==> src/rtl/dl_pkg.sv <==
// Shared types and defaults for the serial delay-line reader.
package dl_pkg;

  typedef enum logic {
    SYNC_WAIT = 1'b0,
    RUN       = 1'b1
  } dl_state_t;

  localparam int DL_DEPTH_DEF  = 28;
  localparam int WORD_BITS_DEF = 28;

endpackage

==> src/rtl/dl_shift.sv <==
// DEPTH-stage serial store; din enters the head, tail is the oldest bit.
module dl_shift #(
  parameter int DEPTH = 28
) (
  input  logic clk,
  input  logic rst_n,
  input  logic shift,
  input  logic din,
  output logic tail
);

  logic [DEPTH-1:0] line;

  always_ff @(posedge clk or negedge rst_n) begin
    if (!rst_n) begin
      line <= '0;
    end else if (shift) begin
      line <= {line[DEPTH-2:0], din};
    end
  end

  assign tail = line[DEPTH-1];

endmodule

==> src/rtl/delay_line_reader.sv <==
// Delay-line reader: framing FSM, bit counter and serial read-out.
// Optional odd-parity frame check enabled by defining DL_PARITY_EN.
module delay_line_reader
  import dl_pkg::*;
#(
  parameter int DEPTH     = DL_DEPTH_DEF,
  parameter int WORD_BITS = WORD_BITS_DEF
) (
  input  logic                         clk,
  input  logic                         rst_n,
  input  logic                         bit_stb,
  input  logic                         word_sync,
  input  logic                         wr_en,
  input  logic                         DL44,
  output logic                         ACC0,
  output logic                         ACC0N,
  output logic [$clog2(WORD_BITS)-1:0] bit_cnt,
  output logic                         word_done,
  output logic                         par_err
);

  localparam int CW = $clog2(WORD_BITS);
  localparam logic [CW-1:0] LAST = CW'(WORD_BITS - 1);

  dl_state_t state, state_nxt;
  logic      adv;
  logic      last;
  logic      tail;
  logic      din;

  always_ff @(posedge clk or negedge rst_n) begin
    if (!rst_n) state <= SYNC_WAIT;
    else        state <= state_nxt;
  end

  always_comb begin
    state_nxt = state;
    adv       = 1'b0;
    unique case (state)
      SYNC_WAIT: begin
        if (bit_stb && word_sync) begin
          state_nxt = RUN;
          adv       = 1'b1;
        end
      end
      RUN: adv = bit_stb;
    endcase
  end

  assign last = (bit_cnt == LAST);
  assign din  = wr_en ? DL44 : tail;

  dl_shift #(
    .DEPTH(DEPTH)
  ) u_shift (
    .clk   (clk),
    .rst_n (rst_n),
    .shift (adv),
    .din   (din),
    .tail  (tail)
  );

  // A sync landing on the last bit is just the normal wrap.
  always_ff @(posedge clk or negedge rst_n) begin
    if (!rst_n) begin
      ACC0      <= 1'b0;
      bit_cnt   <= '0;
      word_done <= 1'b0;
    end else begin
      word_done <= adv && last;
      if (adv) begin
        ACC0 <= tail;
        if (last || word_sync) bit_cnt <= '0;
        else                   bit_cnt <= bit_cnt + CW'(1);
      end
    end
  end

  assign ACC0N = ~ACC0;

`ifdef DL_PARITY_EN
  logic par_acc;

  always_ff @(posedge clk or negedge rst_n) begin
    if (!rst_n) begin
      par_acc <= 1'b0;
      par_err <= 1'b0;
    end else if (adv) begin
      if (last || word_sync) par_acc <= 1'b0;
      else                   par_acc <= par_acc ^ tail;
      if (last && !(par_acc ^ tail)) par_err <= 1'b1;
    end
  end
`else
  assign par_err = 1'b0;
`endif

endmodule

==> config.mk <==
export PLATFORM = sky130hd
export DESIGN_NAME = delay_line_reader
export DESIGN_NICKNAME = d
export VERILOG_FILES = /design/src/rtl/dl_pkg.sv /design/src/rtl/dl_shift.sv /design/src/rtl/delay_line_reader.sv
export SDC_FILE = /design/constraint.sdc
export NUM_CORES = 1
export LEC_CHECK = 0
export CORE_MARGIN = 2
export CORE_UTILIZATION = 29
export CTS_CLUSTER_SIZE = 20
export DETAILED_ROUTE_END_ITERATION = 10
export GPL_ROUTABILITY_DRIVEN = 0
export PLACE_DENSITY = 0.52
export SLEW_MARGIN = 20
export SYNTH_ARGS = -nofsm -noshare
export SYNTH_HDL_FRONTEND = slang
export SYNTH_SLANG_ARGS = --single-unit
==> constraint.sdc <==
create_clock -name clk -period 1.86 [get_ports clk]
set_input_delay 0.372 -clock clk [delete_from_list [all_inputs] [get_ports clk]]
set_output_delay 0.372 -clock clk [all_outputs]
set_load 0.05 [all_outputs]
==> flow_metrics.env, run 1 <==
export IMPL_status="finished, final reports clean"
export IMPL_hold_slack_ns=0.4851
export IMPL_via_per_inst=4.495
export IMPL_num_vias=827
export IMPL_rsz0062_at_grt="false"
export IMPL_hold_buffers=0
export IMPL_start_util=0.3023
export IMPL_synth_area_leaders="dfrtp_1 (63%), mux2_2 (22%), nand4b_1 (1.8%)"
export IMPL_antenna_found_initial=0
export IMPL_critPathBufInv=1
export IMPL_finalSetupViolCount=0
export IMPL_clk_pin_slew_ns=0.07
export IMPL_fin_skew_ns=0.004121
export IMPL_place_detailed_hpwl_mm=1.404
export IMPL_synth_top_family_by_area="multiplexers"
export IMPL_syn_inst=98
export IMPL_synth_top_area_frac=0.6310
export IMPL_ys_seq_area_frac=0.6310
export IMPL_synthAdderAreaFrac=0.008764
export IMPL_grt_total_usage=0.09179
export IMPL_worstSkewPairLatency_ns=0.28
export IMPL_cts_resized=0
export IMPL_grt_pass1_vias=872
export IMPL_worstSetupStartpointType="register"
export IMPL_final_cell_area_sq_mm=0.001710
export IMPL_place_area_sq_mm=0.001633
export IMPL_first_iter_violations=51
export IMPL_route_met2_wl_mm=1.003
export IMPL_drive_above_1_share=0.3932
export IMPL_synth_top_area_cell="dfrtp_1"
export IMPL_wl_mm=2.097
export IMPL_grt_pass1_wl_mm=3.732
export IMPL_p_leak_nw=0.7982
export IMPL_areaGrowthSynthToFinish_pct=19.81
export IMPL_worst_ir_drop_vdd_v=0.0004667
export IMPL_wl_met1_um=937
export IMPL_cap_violations=0
export IMPL_required_ns=1.49
export IMPL_wl_per_cell_um=11.40
export IMPL_end_kind="primary output"
export IMPL_die_h_um=74.16
export IMPL_grt_overflow=0
export IMPL_max_stage_delay_ns=0.79
export IMPL_fillerInstances=456
export IMPL_power_density_mw_per_mm2=1185
export IMPL_yosysMostFrequentCell="dfrtp_1"
export IMPL_synth_seq_cells=36
export IMPL_grt_max_degree=37
export IMPL_io_buffers=13
export IMPL_drc=0
export IMPL_hp_class="reg2reg"
export IMPL_critical_path_class="reg2out"
export IMPL_synth_xor_area_share=0
export IMPL_firstDrtPassIters=4
export IMPL_synthFlopType="dfrtp_1"
export IMPL_slew_viol_final=0
export IMPL_ant_nets=0
export IMPL_async_flop_share=1.000
export IMPL_cts_root_buf="clkbuf_8"
export IMPL_ys_types=23
export IMPL_core_area_sq_mm=0.004723
export IMPL_final_min_clock_period_ns=1.760
export IMPL_die_x_um=74.16
export IMPL_cts_buffer_depth=2
export IMPL_yosys_top_cells_count="dfrtp_1 (36), mux2_2 (28), nand2_1 (4), o21ai_0 (4)"
export IMPL_nNetsFinal=124
export IMPL_synth_edff_count=0
export IMPL_cts_tree="built"
export IMPL_syn_nets=105
export IMPL_fmax_ghz=0.5681
export IMPL_avgSynthCellArea_sq_um=14.57
export IMPL_period_share=0.9463
export IMPL_wl_met3_um=129
export IMPL_synth_simple_area_share=0.06223
export IMPL_clock_sinks=36
export IMPL_die_area_sq_mm=0.005500
export IMPL_numCtsBuffers=5
export IMPL_cts_setup_buffers=0
export IMPL_crit_family="buffers and inverters"
export IMPL_setup_tns_ns=0
export IMPL_synth_compound_area_frac=0.04119
export IMPL_synth_area_sq_mm=0.001428
export IMPL_yosysWarnings=0
export IMPL_ios=15
export IMPL_path_cells="clkdlybuf4s50_1"
export IMPL_num_antenna_cells=0
export IMPL_crit_slowest_cell="clkdlybuf4s50_1"
export IMPL_htreeDepth=2
export IMPL_rows=25
export IMPL_top_layer_used="met4"
export IMPL_critPathMaxFanout=1
export IMPL_hold_violations=0
export IMPL_arrival_ns=1.39
export IMPL_synth_mux_area_frac=0.2279
-- cell families (layout without fill, tap and decap cells) --
kind of cell             count (synthesis)  in the layout
AO/OA/AOI/OAI                           10             10
adder cells (fa/ha/maj)                  1              1
buffers and inverters                    6             25
flip-flops                              36             36
multiplexers                            29             29
other                                    1              1
AND/OR/NAND/NOR                         15             15
-- report_power, final --
part           total (mW)  switching [mW]  leakage, nW  internal, mW
clock network       0.499           0.245       0.0410         0.254
logic               0.397           0.173        0.283         0.224
registers            1.13           0.116        0.474          1.01
-- area by class of cell --
class	instances	area (sq um)	area share
inverter	1	3.754	0.002195
timing repair buffer	17	155.1	0.09071
multi-input combinational	56	489.2	0.2860
clock buffer	6	72.57	0.04243
clock inverter	1	5.005	0.002926
sequential	36	900.9	0.5267
tap	67	83.83	0.04901
-- per-layer routing --
metal / global-route usage / vias to the layer above
li1: - / 381
met1: 0.09922 / 425
met2: 0.1488 / 16
met3: 0.05285 / 5
met4: 0.03636 / 0
met5: 0 / -
-- sequential cells by signal, indices dropped and copies added (netlist names) --
| signal | flops |
|---|---|
| ACC0 | 1 |
| bit_cnt | 5 |
| state | 1 |
| u_shift.line | 28 |
| word_done | 1 |
-- placed cells by master, fill, tap and decap left out, drive strengths merged, types with 2 or more instances in the layout --
master and instances:
clkbuf 6, nand4b 3, buf 11, o21ai 7, clkdlybuf4s50 6, mux2 28
nand3 2, nand2 4, dfrtp 36, nor2 2
-- metrics by stage --
stage | cells | total power, mW | setup WS [ns] | util
2_1_floorplan | 98 | 1.422 | 0.2417 | -
3_3_place_gp | 177 | 1.532 | 0.05944 | 0.3457
3_5_place_dp | 177 | 1.552 | 0.01061 | 0.3457
4_1_cts | 184 | 2.070 | 0.08242 | 0.3621
5_1_grt | 184 | 2.173 | 0.03743 | 0.3621
6_report | 184 | 2.028 | 0.09980 | 0.3621
-- path summary, 6_finish.rpt --
path / start / endpoint / slack (ns) / cells past startpoint
max: word_done / word_done / 0.1 / 1
max in group asynchronous: rst_n / u_shift.line[17] / 1.03 / 2
min in group asynchronous: rst_n / word_done / 0.51 / 2
min: u_shift.line[0] / u_shift.line[0] / 0.49 / 2
max reg2reg: bit_cnt[0] / bit_cnt[2] / 0.35 / 4
min reg2reg: u_shift.line[0] / u_shift.line[0] / 0.49 / 2
Power figures use the tool's default switching activity.
==> run 2: changes to the inputs <==
--- a/config.mk
+++ b/config.mk
@@ -5,12 +5,12 @@
 export SDC_FILE = /design/constraint.sdc
 export NUM_CORES = 1
 export LEC_CHECK = 0
-export CORE_MARGIN = 2
+export CORE_MARGIN = 5
 export CORE_UTILIZATION = 29
 export CTS_CLUSTER_SIZE = 20
 export DETAILED_ROUTE_END_ITERATION = 10
 export GPL_ROUTABILITY_DRIVEN = 0
-export PLACE_DENSITY = 0.52
+export PLACE_DENSITY = 0.45
 export SLEW_MARGIN = 20
 export SYNTH_ARGS = -nofsm -noshare
 export SYNTH_HDL_FRONTEND = slang
==> flow_metrics.env, run 2 (synthesis gave the netlist of run 1 again) <==
export IMPL_status="finished, final reports clean"
export IMPL_setup_tns_ns=0
export IMPL_die_area_sq_mm=0.006426
export IMPL_cts_resized=0
export IMPL_start_util=0.3003
export IMPL_rsz0062_at_grt="false"
export IMPL_grt_overflow=0
export IMPL_required_ns=1.49
export IMPL_rows=25
export IMPL_final_common_cell="dfrtp_1"
export IMPL_cap_violations=0
export IMPL_cts_root_buf="clkbuf_8"
export IMPL_drive_above_1_share=0.4034
export IMPL_min_to="state"
export IMPL_core_area_sq_mm=0.004755
export IMPL_cts_setup_buffers=0
export IMPL_grt_total_usage=0.08187
export IMPL_holdPathStages=1
export IMPL_worstSetupStartpointType="register"
export IMPL_ff2ff_setup_slack_ns=0.39
export IMPL_areaGrowthSynthToFinish_pct=21.56
export IMPL_hold_buffers=0
export IMPL_tightest_slew_ns=0.4968
export IMPL_dpl_worst_slack_ns=0.08599
export IMPL_critPathMaxFanout=1
export IMPL_firstDrtPassIters=4
export IMPL_largest_registers="u_shift.line (28), bit_cnt (5)"
export IMPL_grt_pass1_vias=843
export IMPL_path_cells="clkdlybuf4s50_1"
export IMPL_cts_tree="built"
export IMPL_place_inst=178
export IMPL_r2r_start="bit_cnt[0]"
export IMPL_clock_sinks=36
export IMPL_p_leak_nw=0.8125
export IMPL_numCtsBuffers=5
export IMPL_worstSkewPairLatency_ns=0.29
export IMPL_htreeDepth=2
export IMPL_cts_buffer_depth=2
export IMPL_finalSetupViolCount=0
export IMPL_slew_viol_final=0
export IMPL_max_stage_delay_ns=0.80
export IMPL_hp_class="reg2reg"
export IMPL_drc=0
export IMPL_largest_reg_flops=28
export IMPL_final_min_clock_period_ns=1.780
export IMPL_wl_mm=2.209
export IMPL_nNetsFinal=125
export IMPL_rr_worst_depth=4
export IMPL_arrival_ns=1.41
export IMPL_grt_pass1_wl_mm=3.857
export IMPL_ant_nets=0
export IMPL_place_detailed_hpwl_mm=1.496
export IMPL_worst_ir_drop_vdd_v=0.0005833
export IMPL_hold_slack_ns=0.4842
export IMPL_grt_max_degree=37
export IMPL_io_buffers=13
export IMPL_critPathBufInv=1
export IMPL_power_density_mw_per_mm2=1262
export IMPL_r2r_end="bit_cnt[0]"
export IMPL_utilization=0.3650
export IMPL_hp_start="state"
export IMPL_die_h_um=80.16
export IMPL_wl_met3_um=182
export IMPL_via_per_inst=4.398
export IMPL_setup_slack_ns=0.08047
export IMPL_route_met2_wl_um=937
export IMPL_antenna_found_initial=0
export IMPL_ios=15
export IMPL_mostFrequentLayoutCells="dfrtp_1 (36), mux2_2 (28), buf_4 (12)"
export IMPL_wl_per_cell_um=11.88
export IMPL_critical_path_class="reg2out"
export IMPL_layout_cells_non_filler=186
export IMPL_first_iter_violations=21
export IMPL_num_antenna_cells=0
export IMPL_fin_skew_ns=0.005084
export IMPL_die_x_um=80.16
export IMPL_end_kind="primary output"
export IMPL_crit_slowest_cell="clkdlybuf4s50_1"
export IMPL_period_share=0.9567
export IMPL_top_layer_used="met4"
export IMPL_wl_met1_mm=1.063
export IMPL_hold_violations=0
export IMPL_clk_pin_slew_ns=0.07
export IMPL_fmax_ghz=0.5619
export IMPL_num_vias=818
export IMPL_relSlewSlack=0.6678
export IMPL_top_register="u_shift.line"
export IMPL_crit_family="buffers and inverters"
## run 2: cell types whose count changed in the layout (fill, tap and decap cells not counted)
cell / before / now
buf_12: 1 / 0
buf_4: 10 / 12
bufinv_16: 0 / 1
## run 2: how the worst max path moves through the flow
| stage | from | end | slack [ns] | depth (start not counted) |
|---|---|---|---|---|
| after detailed placement | word_sync | u_shift.line[26] | 0.09 | 4 |
| after global placement | word_sync | u_shift.line[25] | 0.11 | 4 |
| after CTS | word_done | word_done | 0.06 | 1 |
| final | word_done | word_done | 0.08 | 1 |
| after floorplan | bit_cnt[0] | bit_cnt[2] | 0.24 | 4 |
| after global routing | word_done | word_done | 0.03 | 1 |
## run 2: report_power, final
| group | internal (mW) | switching (mW) | total [mW] |
|---|---|---|---|
| logic | 0.223 | 0.172 | 0.394 |
| registers | 1.01 | 0.119 | 1.13 |
| clock network | 0.397 | 0.266 | 0.663 |
## run 2: metal layers
| layer | GRT usage | up-vias |
|---|---|---|
| met1 | 0.1004 | 408 |
| met3 | 0.05157 | 2 |
| met5 | 0 | - |
| met4 | 0.04561 | 0 |
| met2 | 0.1076 | 25 |
| li1 | - | 383 |
## run 2: metrics by stage
stage               total power, mW  area [sq um]
floorplan                     1.422          1428
CTS                           2.231          1735
finish                        2.190          1735
detailed placement            1.551          1628
global placement              1.534          1628
global route                  2.326          1735
## run 2: area by class of cell
type | instances | area (sq um)
Tap cell | 67 | 83.83
Timing Repair Buffer | 18 | 150.1
Fill cell | 484 | 3019
Clock buffer | 6 | 72.57
Sequential cell | 36 | 900.9
Multi-Input combinational cell | 56 | 489.2
Clock inverter | 2 | 35.03
Inverter | 1 | 3.754
